### config.mk
export PLATFORM = sky130hd
export DESIGN_NAME = control_calculadora
export DESIGN_NICKNAME = d
export VERILOG_FILES = /design/src/rtl/control_calculadora.sv
export SDC_FILE = /design/constraint.sdc
export NUM_CORES = 1
export LEC_CHECK = 0
export CAP_MARGIN = 25
export CORE_AREA = 2 2 118 91
export DETAILED_ROUTE_END_ITERATION = 8
export DIE_AREA = 0 0 120 93
export PLACE_DENSITY_LB_ADDON = 0.2
export SYNTH_ARGS = -nofsm -noshare
export SYNTH_HDL_FRONTEND = slang
export SYNTH_SLANG_ARGS = --single-unit
### constraint.sdc
create_clock -name clk -period 3.2 [get_ports clk]
set_clock_uncertainty 0.15 [all_clocks]
set_input_delay 0.64 -clock clk [delete_from_list [all_inputs] [get_ports clk]]
set_output_delay 0.64 -clock clk [all_outputs]
set_load 0.02 [all_outputs]
### src/rtl/control_calculadora.sv
`timescale 1ns/1ps
// Keypad sequencer for es_operacion: builds two decimal operands from digit
// keys, latches the operator, fires one calculation cycle and then holds
// either the result or an error indication until the next key.
module control_calculadora #(
  parameter int ANCHO       = 16,
  parameter int MAX_DIGITOS = 4
) (
  input  logic             clk,
  input  logic             reset,
  input  logic             tecla_valida,
  input  logic [3:0]       tecla,
  input  logic [ANCHO-1:0] resultado,
  output logic [ANCHO-1:0] numero_1,
  output logic [ANCHO-1:0] numero_2,
  output logic [1:0]       suma_resta,
  output logic             operando_en,
  output logic             igual_en,
  output logic [ANCHO-1:0] display,
  output logic             listo,
  output logic             error
);

  localparam int              CW      = $clog2(MAX_DIGITOS + 1);
  localparam logic [CW-1:0]   CNT_MAX = CW'(MAX_DIGITOS);
  localparam logic [CW-1:0]   CNT_UNO = CW'(1);
  localparam logic [ANCHO-1:0] VAL_ERR = '1;

  localparam logic [3:0] K_SUMA  = 4'hA;
  localparam logic [3:0] K_RESTA = 4'hB;
  localparam logic [3:0] K_CLEAR = 4'hC;
  localparam logic [3:0] K_IGUAL = 4'hE;

  typedef enum logic [2:0] {
    ENTRADA_1 = 3'd0,
    ENTRADA_2 = 3'd1,
    CALCULO   = 3'd2,
    RESULTADO = 3'd3,
    ERROR     = 3'd4
  } estado_t;

  estado_t          estado, estado_n;
  logic [ANCHO-1:0] num1_n, num2_n, res, res_n;
  logic [1:0]       op_n;
  logic [CW-1:0]    cnt1, cnt1_n, cnt2, cnt2_n;

  logic       es_digito, es_op;
  logic [1:0] op_tecla;

  // operand*10 + d, truncated to the datapath width
  function automatic logic [ANCHO-1:0] acumula(input logic [ANCHO-1:0] n,
                                               input logic [3:0] d);
    return (n << 3) + (n << 1) + {{(ANCHO-4){1'b0}}, d};
  endfunction

  assign es_digito = (tecla <= 4'd9);
  assign es_op     = (tecla == K_SUMA) || (tecla == K_RESTA);
  assign op_tecla  = (tecla == K_SUMA) ? 2'd1 : 2'd2;

  // State and datapath registers
  always_ff @(posedge clk or posedge reset) begin
    if (reset) begin
      estado     <= ENTRADA_1;
      numero_1   <= '0;
      numero_2   <= '0;
      suma_resta <= 2'd0;
      res        <= '0;
      cnt1       <= '0;
      cnt2       <= '0;
    end else begin
      estado     <= estado_n;
      numero_1   <= num1_n;
      numero_2   <= num2_n;
      suma_resta <= op_n;
      res        <= res_n;
      cnt1       <= cnt1_n;
      cnt2       <= cnt2_n;
    end
  end

  // Next-state / next-datapath decode; keys are dropped during CALCULO so
  // the result sample is never disturbed, even by clear.
  always_comb begin
    estado_n = estado;
    num1_n   = numero_1;
    num2_n   = numero_2;
    op_n     = suma_resta;
    res_n    = res;
    cnt1_n   = cnt1;
    cnt2_n   = cnt2;
    if (tecla_valida && tecla == K_CLEAR && estado != CALCULO) begin
      estado_n = ENTRADA_1;
      num1_n   = '0;
      num2_n   = '0;
      op_n     = 2'd0;
      res_n    = '0;
      cnt1_n   = '0;
      cnt2_n   = '0;
    end else begin
      case (estado)
        ENTRADA_1: if (tecla_valida) begin
          if (es_digito) begin
            if (cnt1 != CNT_MAX) begin
              num1_n = acumula(numero_1, tecla);
              cnt1_n = cnt1 + CNT_UNO;
            end
          end else if (es_op) begin
            op_n     = op_tecla;
            num2_n   = '0;
            cnt2_n   = '0;
            estado_n = ENTRADA_2;
          end
        end
        ENTRADA_2: if (tecla_valida) begin
          if (es_digito) begin
            if (cnt2 != CNT_MAX) begin
              num2_n = acumula(numero_2, tecla);
              cnt2_n = cnt2 + CNT_UNO;
            end
          end else if (es_op) begin
            if (cnt2 == '0) op_n = op_tecla;
          end else if (tecla == K_IGUAL) begin
            estado_n = CALCULO;
          end
        end
        CALCULO: begin
          // an honest 16'hFFFF result is indistinguishable from the error code
          if (resultado == VAL_ERR) begin
            estado_n = ERROR;
          end else begin
            res_n    = resultado;
            estado_n = RESULTADO;
          end
        end
        RESULTADO: if (tecla_valida) begin
          if (es_op) begin
            num1_n   = res;
            op_n     = op_tecla;
            num2_n   = '0;
            cnt2_n   = '0;
            estado_n = ENTRADA_2;
          end else if (es_digito) begin
            num1_n   = {{(ANCHO-4){1'b0}}, tecla};
            cnt1_n   = CNT_UNO;
            op_n     = 2'd0;
            estado_n = ENTRADA_1;
          end
        end
        ERROR: ;
        default: estado_n = ENTRADA_1;
      endcase
    end
  end

  // Status strobes and display selection, decoded from the current state
  always_comb begin
    operando_en = 1'b0;
    igual_en    = 1'b0;
    listo       = 1'b0;
    error       = 1'b0;
    display     = numero_1;
    case (estado)
      ENTRADA_2: display = numero_2;
      CALCULO: begin
        display     = numero_2;
        operando_en = 1'b1;
        igual_en    = 1'b1;
      end
      RESULTADO: begin
        display = res;
        listo   = 1'b1;
      end
      ERROR: begin
        display = VAL_ERR;
        error   = 1'b1;
      end
      default: display = numero_1;
    endcase
  end

endmodule

* Yosys cells after proc, flatten, opt, wreduce, memory -nomap -nowiden
Index checks and enable logic that the tools add are counted.
** Storage, ports and cells
- Input port bits :: 23
- Logic and storage cells :: 127
- Bits in registers :: 59
- Output and inout bits :: 54
** Operators by class
- Mux-type cells :: 67
- Magnitude comparators :: 1
- Equality and inequality tests :: 31
- Add/subtract/negate cells :: 6
- Reductions and logical operators :: 15
** Operators by type and width (number)
- $mux W16 :: 18
- $pmux W16 S3 :: 2
- $mux W3 :: 27
- $ne A3 B3 Y1 const B :: 18
- $add A16 B16 Y16 :: 2
- $add A16 B4 Y16 :: 2
- $pmux W16 S2 :: 1
- $mux W2 :: 12
- $reduce_and A10 Y1 :: 2
- $eq A16 B16 Y1 const B :: 1
- $eq A4 B4 Y1 const B :: 4
- $pmux W3 S5 :: 1
- $reduce_and A7 Y1 :: 2
- $pmux W3 S3 :: 1
- $add A3 B1 Y3 const B :: 2
- $eq A3 B2 Y1 const B :: 2
- $logic_not A3 Y1 :: 2
- $pmux W2 S3 :: 1
- $pmux W3 S2 :: 1
- $reduce_and A6 Y1 :: 1
- $le A4 B4 Y1 const B :: 1
- $ne A2 B2 Y1 const B :: 2
- $ne A4 B4 Y1 const B :: 1
- $reduce_bool A4 Y1 :: 1
- other kinds (10) :: 13

* Depth between registers and ports, before layout
Gate-level depths: netlist of the first run.
- Depth after elaboration :: 8
- Depth in mapped cells :: 13

* Least setup slack after synthesis of the first run
OpenSTA, ideal clock, no wires.
- Path type :: in2reg
- From :: input tecla[3]
- To :: register numero_1[15]
- Buffers on the path :: 1
- Arrival time :: 3.044 ns
- Setup slack :: -0.125 ns
- Library setup time :: 0.131 ns
- Stages :: 11
- Cell sequence :: buf_4 > inv_1 > fa_1 > inv_1 > ha_1 > a211o_1 > a211oi_2 > o31ai_1 > a221oi_1 > xnor2_1 > o21ai_1
** On the way
- Cells in the longest elaborated chain, start to end :: 6
- Elaborated cells between the ends (all ways) :: 22
- Classes of those cells :: add/sub (1); order compare (1); eq/ne (8); mux (7); reduce/logical (5)
** Ends and longest elaborated chain
- from (decl) :: line 12 : input logic [3:0] tecla,
- $add A16 B4 Y16 or $eq A4 B4 Y1 (tied branches) :: line 53, 57
- $mux W16 or $logic_or A1 B1 Y1 (tied branches) :: line 103, 57
- $mux W16 (on tied branches) :: line 102, 136
- $mux W16 (on tied branches) :: line 101, 135
- $pmux W16 S2 :: line 100 : case (estado)
- $mux W16 :: line 91 : if (tecla_valida && tecla == K_CLEAR && estado != CALCULO) begin
- to (signal assigned) :: line 72 : numero_1 <= num1_n;
- to (decl) :: line 14 : output logic [ANCHO-1:0] numero_1,
Parallel ways exist; a longest one is shown, timed or not. The select of a mux whose other input is x is not followed.
A chain may end at the register's enable or synchronous reset.

* Worst setup path in the final report of the first run
- From :: input tecla[3]
- To :: register numero_2[14]
** On the way
- Cells in the longest elaborated chain, start to end :: 7
- Elaborated cells between the ends (all ways) :: 25
- Classes of those cells :: add/sub (1); order compare (1); eq/ne (9); mux (9); reduce/logical (5)
** Ends and longest elaborated chain
- parallel branches: the longest is 7 deep, another holds $add A16 B4 Y16
- to (signal assigned) :: line 73 : numero_2 <= num2_n;
- to (decl) :: line 15 : output logic [ANCHO-1:0] numero_2,
Several ways; the timed one is not identified. The select of a mux whose other input is x is not followed.

==> impl_metrics.json, run 1 <==
{
  "status": "completed",
  "gp_congestion": 0.927,
  "via_count": 4988,
  "clk_latency_ns": 0.33,
  "path_cells": "dlygate4sd2_1 > inv_2 > fa_1 > inv_1 > fa_1 > a21o_1 > a21oi_2 > o21ai_2 > a311oi_2 > xnor2_1 > a22o_1",
  "cp.required_ns": 3.27,
  "fmax_ghz": 0.323,
  "p_switching_mw": 3.68,
  "overflow": 0,
  "gr-usage-all-layers_pct": 28.8,
  "cts_buffers": 9,
  "power.internal_mw": 4.05,
  "syn_to_final_growth_pct": 31.8,
  "worst-setup-path-type": "in -> reg",
  "initial_utilization_pct": 49.0,
  "path_max_fanout": 3,
  "layout_min_cycle_time_ns": 3.10,
  "clk_pin_slew_ns": 0.06,
  "combPwrFrac_pct": 67.8,
  "period_share_pct": 96.9,
  "worst_pin_slew_ns": 0.787,
  "p_leak_nw": 2.93,
  "drt_iter0_markers": 417,
  "slew_headroom_pct": 47.5,
  "ys_warn_count": 0,
  "cts_tree": "built",
  "synth_edf_count": 0,
  "seq_power_share_pct": 19.5,
  "regToRegStartpoint": "estado[2]$_DFFE_PP0P_",
  "synthArstFlopShare_pct": 100,
  "cp-start-kind": "input pin",
  "grt_pass1_vias": 4947,
  "dr.pass1.iters": 5,
  "antenna_found_initial": 0,
  "finalSetupViolations": 0,
  "synth_flop_cell": "dfrtp_1",
  "drtAntennaViolNets": 0,
  "drv_cap": 0,
  "htreeDepth": 3,
  "synth_nets": 645,
  "cp_common_cell": "fa_1",
  "wirelength_mm": 15.4,
  "io_buffers": 76,
  "drc": 0,
  "pwr-share-clk_pct": 12.7,
  "r2r.worst_path.cells": 8,
  "worstHoldPathCells": 1,
  "power.density_mw_per_mm2": 1190,
  "final_util_pct": 64.6,
  "min_to": "suma_resta[0]$_DFFE_PP0P_",
  "cp-end-kind": "register",
  "finalInstanceArea_mm2": 0.00650,
  "grt_first_pass_wirelength_mm": 25.4,
  "placed_cell_area_mm2": 0.00613,
  "ir_drop_uv": 724,
  "cpPeakStageDelay_ns": 0.56,
  "viasPerCell": 6.17,
  "grt_setup_unrepaired": "false",
  "hold_class": "reg -> reg",
  "crit_arrival_ns": 3.17,
  "num_rows": 32,
  "final_hold_viol_count": 0,
  "r2r-end": "numero_1[13]$_DFFE_PP0P_",
  "core_mm2": 0.0100,
  "synth.avg_cell_area_um2": 8.77,
  "root_buffer": "clkbuf_16",
  "layout-drive-gt1-share_pct": 14.4,
  "synthDistinctLibCells": 64,
  "r2r_slack_ns": 0.27,
  "slew_violations": 0,
  "wl_per_cell_um": 19.0,
  "ios": 77,
  "grt_max_degree": 60,
  "dieHeight_um": 93,
  "cts.sinks": 59,
  "yosysSeqAreaShare_pct": 30.0,
  "switching_share_pct": 47.6,
  "hp-start": "suma_resta[0]$_DFFE_PP0P_",
  "netlist_instances": 562,
  "die_width_um": 120,
  "cpMaxStageDelayCell": "fa_1",
  "final_nets": 751,
  "hold_buffers": 0,
  "finalPower_mw": 7.73,
  "syn_area_mm2": 0.00493,
  "clockBufferDepth": 2,
  "ys_ff_latch": 59,
  "dieArea_mm2": 0.0112,
  "diodes": 0,
  "dpl.hpwl_mm": 11.5
}
[what timing repair did]
action                                  CTS  global route
gates resized for setup                   5             6
setup buffers                             0             0
endpoints found under the setup margin   16             4
pin swaps                                 3             5
[worst max path at each step]
stage                         from                       end  cells past startpoint
final                     tecla[3]  numero_2[14]$_DFFE_PP0P_                     11
after global routing      tecla[3]  numero_1[10]$_DFFE_PP0P_                     12
after CTS                 tecla[3]  numero_1[15]$_DFFE_PP0P_                     12
after detailed placement  tecla[3]  numero_2[15]$_DFFE_PP0P_                     11
after global placement    tecla[3]  numero_1[15]$_DFFE_PP0P_                     12
after floorplan           tecla[3]  numero_1[15]$_DFFE_PP0P_                     11
[worst max-delay path, delay by kind of cell]
kind / cells / cell delay, ns
buffers and inverters: 3 / 0.39
adders and majority gates: 2 / 1.03
AOI/OAI and AO/OA: 5 / 1.02
xor gates and xnor gates: 1 / 0.09
[layer usage]
layer  vias up  global-route usage (%)  wire length, um
met5         -                       0                0
met2       192                    44.9             6970
li1       2314                       -                -
met3        38                    5.61              775
met4         0                    8.82              330
met1      2444                    40.5             7290
[cells by family after synthesis]
| family | Yosys count | synth area share (%) |
|---|---|---|
| xor gates and xnor gates | 23 | 4.09 |
| buffers and inverters | 55 | 5.26 |
| DFF | 59 | 30.0 |
| AOI/OAI and AO/OA | 209 | 28.5 |
| adders and majority gates | 60 | 15.8 |
| and+or+nand+nor | 145 | 14.1 |
| muxes | 11 | 2.29 |
[power by group through the flow]
stage / clock (mW) / combinational, mW / sequential, mW
2_1_floorplan: 0 / 3.10 / 1.59
3_3_place_gp: 0 / 4.96 / 1.50
3_5_place_dp: 0 / 5.07 / 1.50
4_1_cts: 0.985 / 5.14 / 1.50
5_1_grt: 1.02 / 5.76 / 1.55
6_report: 0.983 / 5.24 / 1.51
[synthesized netlist by cell type (all sizes together) (5+ instances only)]
| cell type | number | share of area (%) |
|---|---|---|
| buf | 13 | 2.1 |
| nor3 | 8 | 0.81 |
| xnor2 | 13 | 2.3 |
| a21o | 10 | 1.5 |
| a32oi | 5 | 0.89 |
| a21oi | 29 | 2.9 |
| nor2 | 34 | 2.6 |
| nand4 | 6 | 0.76 |
| o211ai | 20 | 3.0 |
| clkbuf | 21 | 1.6 |
| inv | 21 | 1.6 |
| o21a | 8 | 1.2 |
| nand3 | 8 | 0.81 |
| o21ai | 63 | 6.4 |
| mux2i | 9 | 1.8 |
| a22oi | 16 | 2.4 |
| dfrtp | 59 | 30 |
| xor2 | 10 | 1.8 |
| a31oi | 6 | 0.76 |
| a22o | 20 | 3.6 |
| a211oi | 6 | 1.0 |
| ha | 56 | 14 |
| o31ai | 5 | 0.86 |
| nand2 | 62 | 4.7 |
[state kept, by name, indices dropped and copies added, names as in the netlist]
| name | count |
|---|---|
| res | 16 |
| numero_2 | 16 |
| numero_1 | 16 |
| cnt1 | 3 |
| estado | 3 |
| cnt2 | 3 |
| suma_resta | 2 |
[cell usage in the layout (no fill, tap or decap), types with 9 or more instances in the layout]
| cell type | n |
|---|---|
| xnor2_1 | 13 |
| mux2i_1 | 9 |
| clkdlybuf4s50_1 | 73 |
| a21o_1 | 10 |
| ha_1 | 55 |
| buf_4 | 50 |
| o21ai_0 | 50 |
| o21ai_1 | 12 |
| a22o_1 | 20 |
| nor2_1 | 32 |
| clkbuf_16 | 9 |
| nand2_1 | 62 |
| a22oi_1 | 16 |
| a21oi_1 | 27 |
| dfrtp_1 | 59 |
| inv_1 | 18 |
| xor2_1 | 10 |
| o211ai_1 | 20 |
[metrics by stage]
stage	cells	hold slack (ns)	setup WS, ns	setup TNS, ns
6_report	809	0.348	0.100	0
5_1_grt	809	0.380	0.00269	0
4_1_cts	808	0.353	0.0237	0
3_5_place_dp	792	0.341	-0.551	-7.80
3_3_place_gp	792	0.320	-0.451	-6.94
2_1_floorplan	562	0.333	-0.00460	-0.00460
[layout make-up]
cell class,count,area [um^2]
clock inverter,7,76.3
inverter,21,78.8
sequential,59,1480
multi-input combinational,448,3280
timing repair buffer,129,1190
fill,859,3550
tap,136,170
clock buffer,9,225
No activity file was read; power rests on OpenSTA's default activity.
==> run 2: changes to the inputs <==
Clock period 3.2 ns to 3.3 ns, I/O delays scaled along.
==> impl_metrics.json, run 2 (synthesized netlist as in run 1, its figures left out) <==
{
  "status": "completed",
  "wl_per_cell_um": 18.4,
  "ios": 77,
  "slew_headroom_pct": 57.8,
  "via_count": 4874,
  "cts_tree": "built",
  "final_common_cell": "clkdlybuf4s50_1",
  "power.internal_mw": 3.86,
  "gr-usage-all-layers_pct": 27.5,
  "root_buffer": "clkbuf_16",
  "clk_latency_ns": 0.33,
  "drv_cap": 0,
  "io_buffers": 76,
  "reg_top3": "numero_1 (16), numero_2 (16), res (16)",
  "dieHeight_um": 93,
  "core_mm2": 0.0100,
  "grt_setup_unrepaired": "false",
  "finalSetupViolations": 0,
  "drc": 0,
  "wirelength_mm": 14.8,
  "grt_max_degree": 60,
  "cts.sinks": 59,
  "final_hold_viol_count": 0,
  "fmax_ghz": 0.312,
  "num_rows": 32,
  "final_nets": 751,
  "gp_congestion": 0.953,
  "worst_pin_slew_ns": 0.632,
  "p_switching_mw": 3.46,
  "grt_first_pass_wirelength_mm": 23.9,
  "htreeDepth": 3,
  "period_share_pct": 97.2,
  "ir_drop_uv": 448,
  "syn_to_final_growth_pct": 30.6,
  "layout_min_cycle_time_ns": 3.21,
  "pwr-share-clk_pct": 11.3,
  "slew_violations": 0,
  "cp-end-kind": "output pin",
  "crit_arrival_ns": 2.40,
  "fill_cells": 844,
  "dr.pass1.iters": 5,
  "worst-setup-path-type": "reg -> out",
  "cp.required_ns": 2.49,
  "dieArea_mm2": 0.0112,
  "hold_buffers": 0,
  "clockBufferDepth": 2,
  "combPwrFrac_pct": 68.2,
  "seq_power_share_pct": 20.4,
  "power.density_mw_per_mm2": 1140,
  "antenna_found_initial": 0,
  "clk_pin_slew_ns": 0.05,
  "final_cell_mix": "72 x clkdlybuf4s50_1, 62 x nand2_1, 59 x dfrtp_1, 55 x ha_1",
  "overflow": 0,
  "hold_class": "reg -> reg",
  "path_max_fanout": 13,
  "finalPower_mw": 7.32,
  "drt_iter0_markers": 303,
  "diodes": 0,
  "die_width_um": 120,
  "final_util_pct": 64.0,
  "viasPerCell": 6.03,
  "drtAntennaViolNets": 0,
  "initial_utilization_pct": 49.0,
  "switching_share_pct": 47.3,
  "p_leak_nw": 2.95,
  "cts_buffers": 9,
  "dpl.hpwl_mm": 11.3,
  "cp-start-kind": "register",
  "layout-drive-gt1-share_pct": 13.8,
  "grt_pass1_vias": 4681
}
==> run 2: repair_timing <==
item | CTS | global route
pin swaps | 5 | 0
cloned | 0 | 0
endpoints found under the setup margin | 12 | 13
buffers inserted | 2 | 0
gates resized for setup | 8 | 4
hold endpoints to repair | 0 | 0
==> run 2: cell type report <==
type	count	area [um^2]	share of cell area, %
Timing Repair Buffer	129	1200	18.7
Tap cell	136	170	2.64
Multi-Input combinational cell	448	3250	50.4
Clock inverter	3	15.0	0.233
Inverter	21	78.8	1.22
Clock buffer	12	246	3.83
Sequential cell	59	1480	22.9
==> run 2: power groups by stage <==
stage	Combinational, mW	Sequential [mW]	Clock (mW)
after CTS	4.97	1.49	0.843
final	4.99	1.50	0.830
after global placement	4.76	1.48	0
after global routing	5.47	1.54	0.873
after detailed placement	4.87	1.49	0
after floorplan	3.00	1.55	0
==> run 2: routing by layer <==
| metal | up-vias | share of wire (%) | global-route usage, % | routed length (um) |
|---|---|---|---|---|
| met5 | - | 0 | 0 | 0 |
| li1 | 2307 | - | - | - |
| met1 | 2325 | 43 | 36.9 | 6440 |
| met3 | 26 | 8.4 | 6.04 | 1240 |
| met4 | 0 | 2.1 | 9.51 | 318 |
| met2 | 216 | 46 | 44.0 | 6830 |
==> run 2: path summary, 6_finish.rpt <==
kind	startpoint	end	slack (ns)	depth (start not counted)
worst min register to register	suma_resta[0]$_DFFE_PP0P_	suma_resta[0]$_DFFE_PP0P_	0.33	1
max in group asynchronous	reset	numero_2[13]$_DFFE_PP0P_	2.17	3
min in group asynchronous	reset	cnt1[1]$_DFFE_PP0P_	0.56	3
worst min-delay path	suma_resta[0]$_DFFE_PP0P_	suma_resta[0]$_DFFE_PP0P_	0.33	1
worst max-delay path	estado[0]$_DFFE_PP0P_	display[2]	0.09	6
worst max register to register	numero_2[0]$_DFFE_PP0P_	numero_2[13]$_DFFE_PP0P_	0.36	10
==> run 2: stage by stage <==
step / worst slack (ns) / std cells / hold WS, ns / TNS, ns / cell area, um^2
after global routing: 0.00363 / 808 / 0.369 / 0 / 6440
after global placement: -0.461 / 791 / 0.321 / -6.53 / 6130
after CTS: 0.0664 / 808 / 0.342 / 0 / 6430
after floorplan: -0.0164 / 562 / 0.333 / -0.0164 / 4950
after detailed placement: -0.534 / 791 / 0.330 / -7.01 / 6130
final: 0.0915 / 808 / 0.335 / 0 / 6440
==> run 2: critical path: stages (launching register included) <==
cell	delay (ns)
dfrtp_1	0.43
buf_4	0.25
xor2_1	0.20
buf_4	0.21
a22oi_1	0.13
o211ai_1	0.20
clkdlybuf4s50_1	0.65
==> run 3: changes to the inputs <==
Settings changed: ABC_AREA set to 1, CORE_AREA 2 2 118 91 to 2 2 120 93, DIE_AREA 0 0 120 93 to 0 0 122 95.
==> impl_metrics.json, run 3 <==
{
  "worstHoldPathCells": 2,
  "synth.most_common_cell": "nand2_1",
  "dieArea_mm2": 0.0116,
  "drc": 0,
  "finalSetupViolations": 0,
  "slew_violations": 0,
  "via_count": 5390,
  "syn_area_mm2": 0.00512,
  "synthDistinctLibCells": 41,
  "initial_utilization_pct": 48.7,
  "grt_pass1_vias": 5076,
  "yosys.area.top_type_share_pct": 28.8,
  "dpl.hpwl_mm": 12.4,
  "power.density_mw_per_mm2": 1060,
  "yosysSeqAreaShare_pct": 28.8,
  "cp.required_ns": 2.49,
  "num_rows": 33,
  "gr-usage-all-layers_pct": 28.1,
  "grt_first_pass_wirelength_mm": 25.4,
  "cp-start-kind": "register",
  "stdcell_count": 974,
  "layout_min_cycle_time_ns": 3.19,
  "dr.pass1.iters": 5,
  "cp-end-kind": "output pin",
  "worst_pin_slew_ns": 0.639,
  "synth_mux_area_share_pct": 0,
  "syn_to_final_growth_pct": 25.7,
  "yosys.area_share.simple_pct": 31.3,
  "placedCellCount": 959,
  "cts.sinks": 59,
  "overflow": 0,
  "synth_flop_cell": "dfrtp_1",
  "hold_class": "reg -> reg",
  "post-cts-setup-buffer-count": 0,
  "reg_top3": "numero_1 (16), numero_2 (16), res (16)",
  "diodes": 0,
  "wirelength_mm": 15.5,
  "io_buffers": 76,
  "grt_setup_unrepaired": "false",
  "clk_pin_slew_ns": 0.05,
  "regToRegStartpoint": "numero_2[2]$_DFFE_PP0P_",
  "die_width_um": 122,
  "ys_warn_count": 0,
  "clk_latency_ns": 0.33,
  "period_share_pct": 96.5,
  "ios": 77,
  "synthArstFlopShare_pct": 100,
  "min_to": "suma_resta[0]$_DFFE_PP0P_",
  "viasPerCell": 5.53,
  "r2r.worst_path.cells": 15,
  "htreeDepth": 3,
  "synth_edf_count": 0,
  "finalPower_mw": 6.83,
  "gp_congestion": 1.01,
  "yosysTopAreaCell": "dfrtp_1",
  "r2r-end": "numero_2[11]$_DFFE_PP0P_",
  "synthTopCellsByCount": "228 x nand2_1, 94 x inv_1, 65 x nand3_1",
  "crit_arrival_ns": 2.38,
  "layout-drive-gt1-share_pct": 7.55,
  "netlist_instances": 741,
  "final_cell_mix": "225 x nand2_1, 93 x inv_1, 69 x clkdlybuf4s50_1, 65 x nand3_1, 59 x dfrtp_1",
  "synthAdderAreaFrac_pct": 15.2,
  "fmax_ghz": 0.314,
  "r2r_slack_ns": 0.75,
  "worst-setup-path-type": "reg -> out",
  "clockBufferDepth": 2,
  "p_leak_nw": 3.49,
  "hp-start": "suma_resta[0]$_DFFE_PP0P_",
  "slew_headroom_pct": 57.3,
  "core_mm2": 0.0105,
  "cts_tree": "built",
  "root_buffer": "clkbuf_16",
  "final_common_cell": "nand2_1",
  "wl_per_cell_um": 15.9,
  "hold_buffers": 0,
  "final_hold_viol_count": 0,
  "final_nets": 913,
  "path_max_fanout": 7,
  "grt_max_degree": 33,
  "drtAntennaViolNets": 0,
  "status": "completed",
  "drv_cap": 0,
  "synth.avg_cell_area_um2": 6.92,
  "cts_buffers": 9,
  "synthTopCellsByArea": "dfrtp_1 29%, nand2_1 17%, ha_1 14%",
  "dieHeight_um": 95,
  "synth_top_family_by_area": "simple AND/OR/NAND/NOR gates",
  "synth_nets": 824,
  "drt_iter0_markers": 501,
  "ir_drop_uv": 617,
  "synth_compound_area_share_pct": 12.8,
  "synth_xor_area_share_pct": 2.05,
  "antenna_found_initial": 0,
  "ys_ff_latch": 59
}
-- run 3: changes by cell type in the layout (fill, tap and decap cells not counted), sizes merged, moves of 17 or more --
cell,previous run,this run
a22o,20,0
o211ai,20,1
nand2,62,229
nand3,8,71
buf,53,22
inv,21,100
nor2,34,51
-- run 3: cell families after synthesis --
group                    count (synthesis)
AND/OR/NAND/NOR                        375
buffers and inverters                  121
AO/OA/AOI/OAI                          114
adder cells (fa/ha/maj)                 60
flip-flops                              59
XOR/XNOR                                12
-- run 3: worst max path at each step --
stage,startpoint,to,slack [ns],depth (start not counted)
finish,estado[1]$_DFFE_PP0P_,display[3],0.11,7
global route,estado[1]$_DFFE_PP0P_,display[4],0.02,7
CTS,estado[1]$_DFFE_PP0P_,display[6],0.003,6
detailed placement,tecla[3],numero_2[11]$_DFFE_PP0P_,-0.05,16
global placement,tecla[3],numero_2[12]$_DFFE_PP0P_,-0.006,15
floorplan,estado[1]$_DFFE_PP0P_,display[12],0.59,6
-- run 3: cell type report --
| cell class | count | area [um^2] |
|---|---|---|
| Timing Repair Buffer | 98 | 952 |
| Fill cell | 982 | 4090 |
| Tap cell | 140 | 175 |
| Multi-Input combinational cell | 561 | 3160 |
| Inverter | 101 | 379 |
| Sequential cell | 59 | 1480 |
| Clock buffer | 13 | 260 |
| Clock inverter | 2 | 35.0 |
-- run 3: stage by stage --
stage | util (%) | setup TNS, ns | hold slack, ns | setup slack [ns] | instance area (um^2)
6_report | 61.2 | 0 | 0.332 | 0.114 | 6440
5_1_grt | 61.2 | 0 | 0.369 | 0.0230 | 6440
4_1_cts | 60.9 | 0 | 0.336 | 0.00300 | 6410
3_5_place_dp | 58.1 | -0.190 | 0.321 | -0.0500 | 6120
3_3_place_gp | 58.1 | -0.00581 | 0.311 | -0.00570 | 6120
2_1_floorplan | - | 0 | 0.319 | 0.589 | 5120
-- run 3: where the power goes --
group | internal (mW) | total, mW | switching [mW] | leakage (nW)
Combinational | 1.81 | 4.53 | 2.71 | 2.58
Clock | 0.620 | 0.939 | 0.319 | 0.146
Sequential | 1.02 | 1.36 | 0.344 | 0.762
-- run 3: timing repair --
item / in CTS / in global routing
endpoints found under the hold margin: 0 / 0
resized for setup: 3 / 9
setup endpoints to repair: 13 / 14
-- run 3: worst max-delay path, cell delays in order (launching register included) --
cell and delay [ns]:
dfrtp_1 0.46, nor3_2 0.24, inv_1 0.15, nand2_2 0.17
buf_4 0.17, nor2_1 0.06, a21oi_1 0.16, clkdlybuf4s50_1 0.64
-- run 3: layer usage --
metal	up-vias	global-route usage (%)	routed length, um
met1	2508	40.4	7330
met5	-	0	0
met3	30	4.29	1160
met2	240	43.4	6610
li1	2612	-	-
met4	0	9.20	356
